===== src/rtl/mux_arb_pkg.sv =====
// rtl/mux_arb_pkg.sv - shared types and limits for the N:1 valid/ready mux-arbiter
package mux_arb_pkg;

  typedef enum logic {MUX_SEL = 1'b0, MUX_RR = 1'b1} mux_mode_e;

  typedef enum logic {OUT_EMPTY = 1'b0, OUT_FULL = 1'b1} out_state_e;

  localparam int MUX_ARB_MAX_IN = 64;

endpackage


===== src/rtl/rr_arbiter.sv =====
// rtl/rr_arbiter.sv - combinational round-robin arbiter, priority starts at ptr
module rr_arbiter #(
  parameter int N = 16,
  localparam int PW = (N > 1) ? $clog2(N) : 1
) (
  input  logic [N-1:0]  req,
  input  logic [PW-1:0] ptr,
  input  logic          en,
  output logic [N-1:0]  gnt
);

  localparam logic [PW:0] NW = (PW+1)'(N);

  logic [N-1:0]  rot;
  logic [PW-1:0] off;
  logic [PW:0]   sum;
  logic [PW-1:0] idx;
  logic          hit;

  // Rotate so ptr sits at bit 0, take the lowest request, then rotate the index back.
  always_comb begin
    rot = N'({req, req} >> ptr);
    off = '0;
    hit = 1'b0;
    for (int k = N-1; k >= 0; k--) begin
      if (rot[k]) begin
        hit = 1'b1;
        off = PW'(k);
      end
    end
    sum = {1'b0, ptr} + {1'b0, off};
    if (sum >= NW) begin
      sum = sum - NW;
    end
    idx = sum[PW-1:0];
    gnt = (en && hit) ? (N'(1) << idx) : '0;
  end

endmodule


===== src/rtl/mux_arb_nx1.sv =====
// rtl/mux_arb_nx1.sv - NUM_IN:1 valid/ready mux with explicit-select or round-robin grant
// Optional packet lock in round-robin mode: define MUX_ARB_PKT_LOCK_EN.
module mux_arb_nx1
  import mux_arb_pkg::*;
#(
  parameter int NUM_IN = 16,
  parameter int WIDTH  = 32,
  parameter int SEL_W  = $clog2(NUM_IN)
) (
  input  logic                    clk,
  input  logic                    rst,
  input  logic                    mode,
  input  logic [SEL_W-1:0]        sel,
  input  logic [NUM_IN-1:0]       in_valid,
  input  logic [NUM_IN*WIDTH-1:0] in_data,
`ifdef MUX_ARB_PKT_LOCK_EN
  input  logic [NUM_IN-1:0]       in_last,
`endif
  output logic [NUM_IN-1:0]       in_ready,
  output logic                    out_valid,
  output logic [WIDTH-1:0]        out_data,
  output logic [SEL_W-1:0]        out_src,
  input  logic                    out_ready
);

  if (NUM_IN < 2 || NUM_IN > MUX_ARB_MAX_IN) begin : g_cfg_check
    $error("mux_arb_nx1: NUM_IN out of range");
  end

  out_state_e        state_q, state_d;
  logic [SEL_W-1:0]  rr_ptr;
  logic [SEL_W-1:0]  ptr_next;
  logic [SEL_W-1:0]  gnt_idx;
  logic [WIDTH-1:0]  gnt_data;
  logic [NUM_IN-1:0] sel_gnt, rr_req, rr_gnt, gnt;
  logic              load, xfer, rr_mode, ptr_adv;

  assign rr_mode = (mux_mode_e'(mode) == MUX_RR);
  assign load    = (state_q == OUT_EMPTY) || out_ready;

  // An out-of-range sel matches no channel, so it yields no grant.
  always_comb begin
    sel_gnt = '0;
    for (int i = 0; i < NUM_IN; i++) begin
      if (int'(sel) == i) begin
        sel_gnt[i] = in_valid[i];
      end
    end
  end

`ifdef MUX_ARB_PKT_LOCK_EN
  logic             lock_q;
  logic [SEL_W-1:0] lock_idx_q;
  logic             last_g;

  assign last_g  = |(in_last & gnt);
  assign rr_req  = lock_q ? (in_valid & (NUM_IN'(1) << lock_idx_q)) : in_valid;
  assign ptr_adv = xfer && rr_mode && last_g;

  // Leaving round-robin mode drops any packet lock.
  always_ff @(posedge clk or posedge rst) begin
    if (rst) begin
      lock_q     <= 1'b0;
      lock_idx_q <= '0;
    end else if (!rr_mode) begin
      lock_q     <= 1'b0;
    end else if (xfer) begin
      lock_q     <= !last_g;
      lock_idx_q <= gnt_idx;
    end
  end
`else
  assign rr_req  = in_valid;
  assign ptr_adv = xfer && rr_mode;
`endif

  rr_arbiter #(
    .N   (NUM_IN)
  ) u_rr_arbiter (
    .req (rr_req),
    .ptr (rr_ptr),
    .en  (load && rr_mode),
    .gnt (rr_gnt)
  );

  assign gnt      = !load ? '0 : (rr_mode ? rr_gnt : sel_gnt);
  assign xfer     = |gnt;
  assign in_ready = rst ? '0 : gnt;

  always_comb begin
    gnt_idx  = '0;
    gnt_data = '0;
    for (int i = 0; i < NUM_IN; i++) begin
      if (gnt[i]) begin
        gnt_idx  = SEL_W'(i);
        gnt_data = in_data[i*WIDTH +: WIDTH];
      end
    end
  end

  assign ptr_next = (gnt_idx == SEL_W'(NUM_IN-1)) ? '0 : gnt_idx + SEL_W'(1);

  always_ff @(posedge clk or posedge rst) begin
    if (rst) begin
      state_q <= OUT_EMPTY;
    end else begin
      state_q <= state_d;
    end
  end

  // FULL with out_ready and a new grant stays FULL: pass-through with no bubble.
  always_comb begin
    state_d = state_q;
    case (state_q)
      OUT_EMPTY: if (xfer) state_d = OUT_FULL;
      OUT_FULL:  if (out_ready && !xfer) state_d = OUT_EMPTY;
      default:   state_d = OUT_EMPTY;
    endcase
  end

  assign out_valid = (state_q == OUT_FULL);

  always_ff @(posedge clk or posedge rst) begin
    if (rst) begin
      out_data <= '0;
      out_src  <= '0;
    end else if (xfer) begin
      out_data <= gnt_data;
      out_src  <= gnt_idx;
    end
  end

  always_ff @(posedge clk or posedge rst) begin
    if (rst) begin
      rr_ptr <= '0;
    end else if (ptr_adv) begin
      rr_ptr <= ptr_next;
    end
  end

endmodule


===== config.mk =====
export PLATFORM = sky130hd
export DESIGN_NAME = mux_arb_nx1
export DESIGN_NICKNAME = d
export VERILOG_FILES = /design/src/rtl/mux_arb_pkg.sv /design/src/rtl/rr_arbiter.sv /design/src/rtl/mux_arb_nx1.sv
export SDC_FILE = /design/constraint.sdc
export NUM_CORES = 1
export LEC_CHECK = 0
export BUFFER_PORTS_ARGS = -buffer_cell sky130_fd_sc_hd__buf_2
export CAP_MARGIN = 15
export CORE_AREA = 2 2 229 231
export DETAILED_ROUTE_END_ITERATION = 7
export DIE_AREA = 0 0 231 233
export SLEW_MARGIN = 20
export SYNTH_ARGS = -nofsm -noshare
export SYNTH_HDL_FRONTEND = slang
export SYNTH_SLANG_ARGS = --single-unit

===== constraint.sdc =====
create_clock -name clk -period 16.5 [get_ports clk]
set_input_delay 0.825 -clock clk [delete_from_list [all_inputs] [get_ports clk]]
set_output_delay 0.825 -clock clk [all_outputs]
set_load 0.05 [all_outputs]

==> impl_results.md <==
* Syn Nets at 1549
* Via count at 11600
* CTS H-tree depth at 2
* Port Buffers at 588
* Synth warn at 0
* Max-slew violation count at 0
* Worst reg2reg setup slack at 8.97 ns
* Leakage power at 5.02 nW
* Initial Util at 14.2%
* Final wirelength at 65100 µm
* Synth Cell Area at 7250 µm²
* Yosys reg bits at 41
* Largest net degree at the start of global routing at 42
* Layout fillers at 5989
* R2R depth at 23
* Total track usage at 23.0%
* Drt pass-1 iters at 8
* PD cells at 178 nW/µm²
* TritonCTS sink count at 41
* Min cycle time layout at 7.68 ns
* Syn-to-layout area delta at 52.5%
* Fraction of layout cells with a size suffix above 1 at 44.7%
* GR Util met1 at 26.3%
* Clk_skew at 0.00471 ns
* Final Hold Fails at 0
* Crit-path leading delay family: compound AO/OA/AOI/OAI gates
* Avg Cell Area, Syn at 7.19 µm²
* Hold_buf cts at 0
* Final setup fails at 0
* Wire per inst at 29.1 µm
* Peak VDD IR at 0.0770 mV
* Worst Setup End Kind: output port
* Routability cong. at 0.988
* Area contributors post-synth: dfrtp_1, o21ai_0, a222oi_1
* Fin cells at 2237
* Buffers plus inverters on the worst setup path at 4
* Synth top area share at 14.2%
* Vias per cell at 5.20
* Slew @ Worst Pin at 1.12 ns
* DRT antenna net count at 0
* Worst slew margin at 24.8%
* Commonest cells in the netlist: o21ai_0, nand2_1, nor2_1, a21oi_1, clkbuf_1
* CTS Root Cell: clkbuf_16
* Crit-path max FO at 34
* Met2 Resource Use GR at 41.0%
* Initial antenna violation count at 46
* Status: complete, but fails checks
* Cell area after layout at 11000 µm²
* First-pass GRT wire length at 86400 µm
* Busiest grt layer: met2
* Die height at 233 µm
* CTS tree: done
* RSZ-0062 raised after global routing: no
* Cell Chain, Critical Path: mux4_2, a211o_1, a211o_1, a211o_1, a22oi_1, a21oi_1, o21ai_0, o221ai_1, a21o_1, ha_1, inv_1, fa_1, inv_1, o21ai_0, o21ai_0, o31ai_2, or2_1, buf_4, and2_1, buf_2
* Area after DPL at 10900 µm²
* DP Wirelength at 54800 µm
* Rows at 83
* Gr ovfl total at 0
* Core ar. at 51100 µm²
* Num CTS Buffers at 5
* Number of max-cap violations at 0
* Clock Pin Slew Worst Setup and Hold Paths at 0.07 ns
* Hold path cells at 2
* Setup CP Type: flop to output port
* CP Launch Type: flop
* Post-synth EDFFs at 0
* Post-synth ARST share at 100%
* PnR worst setup slack at 8.82 ns
* Met3 global-route usage at 4.24%
* Residual DRC at 6
* Fin Setup TNS at 0 ns
* WP data required at 15.67 ns
* Critical Path AT at 6.86 ns
* Post-CTS Resized at 0
* Setup bufs post-CTS at 0
* Crit-path max cell delay at 0.99 ns
* # placed instances at 2212
* Cell depth of the worst setup path at 20
* Sequential area share after synthesis at 14.2%
* Main synth FF type: dfrtp_1
* CTS Buffer Depth at 2
* DRT iter0 DRCs at 1407
* Hold Path Class: flop to flop
* # IOs at 589
* Worst slack at placement at 9.02 ns
* Post-synthesis cell type count at 87
* Vias in the first global route at 11200
* Mapped Cells at 1008
* Failing checks: design-rule violations
* Dominant cell type by area after synthesis: dfrtp_1
* Total die area at 53800 µm²
* Final nets at 2080
* Tot Pwr at 1.96 mW
* Die width at 231 µm
* Worst path slowest cell: dfrtp_1
* Worst skew pair latency at 0.30 ns
* F_max at 130 MHz
* Fin crit share at 46.6%
* Top-count cell post-synth: o21ai_0
## state kept, by name, indices dropped and copies added, names as in the netlist
signal     flops
out_valid      1
out_data      32
rr_ptr         4
out_src        4
## cell usage in the layout, fill, tap and decap left out, types with 9 or more instances in the layout
cell type,count
buf_4,29
nand2_1,82
o21ai_0,95
o22ai_1,34
o221ai_1,21
o22a_1,14
nor2_1,80
a222oi_1,46
diode_2,17
inv_1,29
o21a_1,13
a22oi_1,50
mux2_2,9
mux4_2,13
and3_1,10
a21o_1,11
nand3_1,31
o21bai_1,11
dfrtp_1,41
a2111oi_0,22
a21oi_1,59
a22o_1,12
buf_2,588
and2_1,10
nor3_1,21
o21ai_1,32
nand4_1,31
## cells by family after synthesis
family / after synthesis / share of synthesized area (%)
compound gates: 500 / 49.0
xor+xnor: 4 / 0.484
fa+ha+maj: 5 / 0.967
buf+inv: 124 / 8.12
flops: 41 / 14.2
mux: 31 / 6.73
simple gates: 303 / 20.5
## path summary, 6_finish.rpt
path                            startpoint           end
worst max-delay path             rr_ptr[1]   in_ready[8]
worst min-delay path            out_src[2]    out_src[2]
worst max register to register   rr_ptr[1]  out_data[18]
worst min register to register  out_src[2]    out_src[2]
max in group asynchronous              rst  out_data[25]
min in group asynchronous              rst   out_data[2]
## where the power goes
part           switching (mW)  internal, mW
combinational            1.13         0.508
sequential             0.0532         0.158
clock                  0.0492        0.0605
## final cells by class
type	count	area (µm²)	area share (%)
Multi-Input combinational cell	843	5700	51.6
Timing Repair Buffer	617	3160	28.6
Sequential cell	41	1030	9.29
Tap cell	680	851	7.70
Clock buffer	6	139	1.26
Inverter	31	116	1.05
Antenna cell	17	42.5	0.385
Clock inverter	2	13.8	0.125
## metal layers
metal	routed length [µm]	share of wire, %
met5	151	0.23
met4	3600	5.5
met3	5380	8.3
met2	32500	50
met1	23500	36
## stage by stage
stage / utilization, % / hold WS (ns)
4_1_cts: 21.5 / 0.481
3_3_place_gp: 21.2 / 0.463
5_1_grt: 21.6 / 0.505
6_report: 21.6 / 0.479
3_5_place_dp: 21.2 / 0.463
2_1_floorplan: - / 0.582
## worst register-to-register path: stages, from the launching register on
cell and delay, ns:
dfrtp_1 0.99, mux4_2 0.68, a211o_1 0.30, a211o_1 0.29, a211o_1 0.26, a22oi_1 0.19
a21oi_1 0.09, o21ai_0 0.16, o221ai_1 0.15, a21o_1 0.22, ha_1 0.20, inv_1 0.08
fa_1 0.22, inv_1 0.06, o21ai_0 0.39, o21ai_0 0.31, o31ai_2 0.91, or2_1 0.20
buf_4 0.41, nor3_2 0.12, and4b_2 0.37, buf_4 0.30, a222oi_1 0.35, o21ai_1 0.14
(Power assumes the default switching activity.)
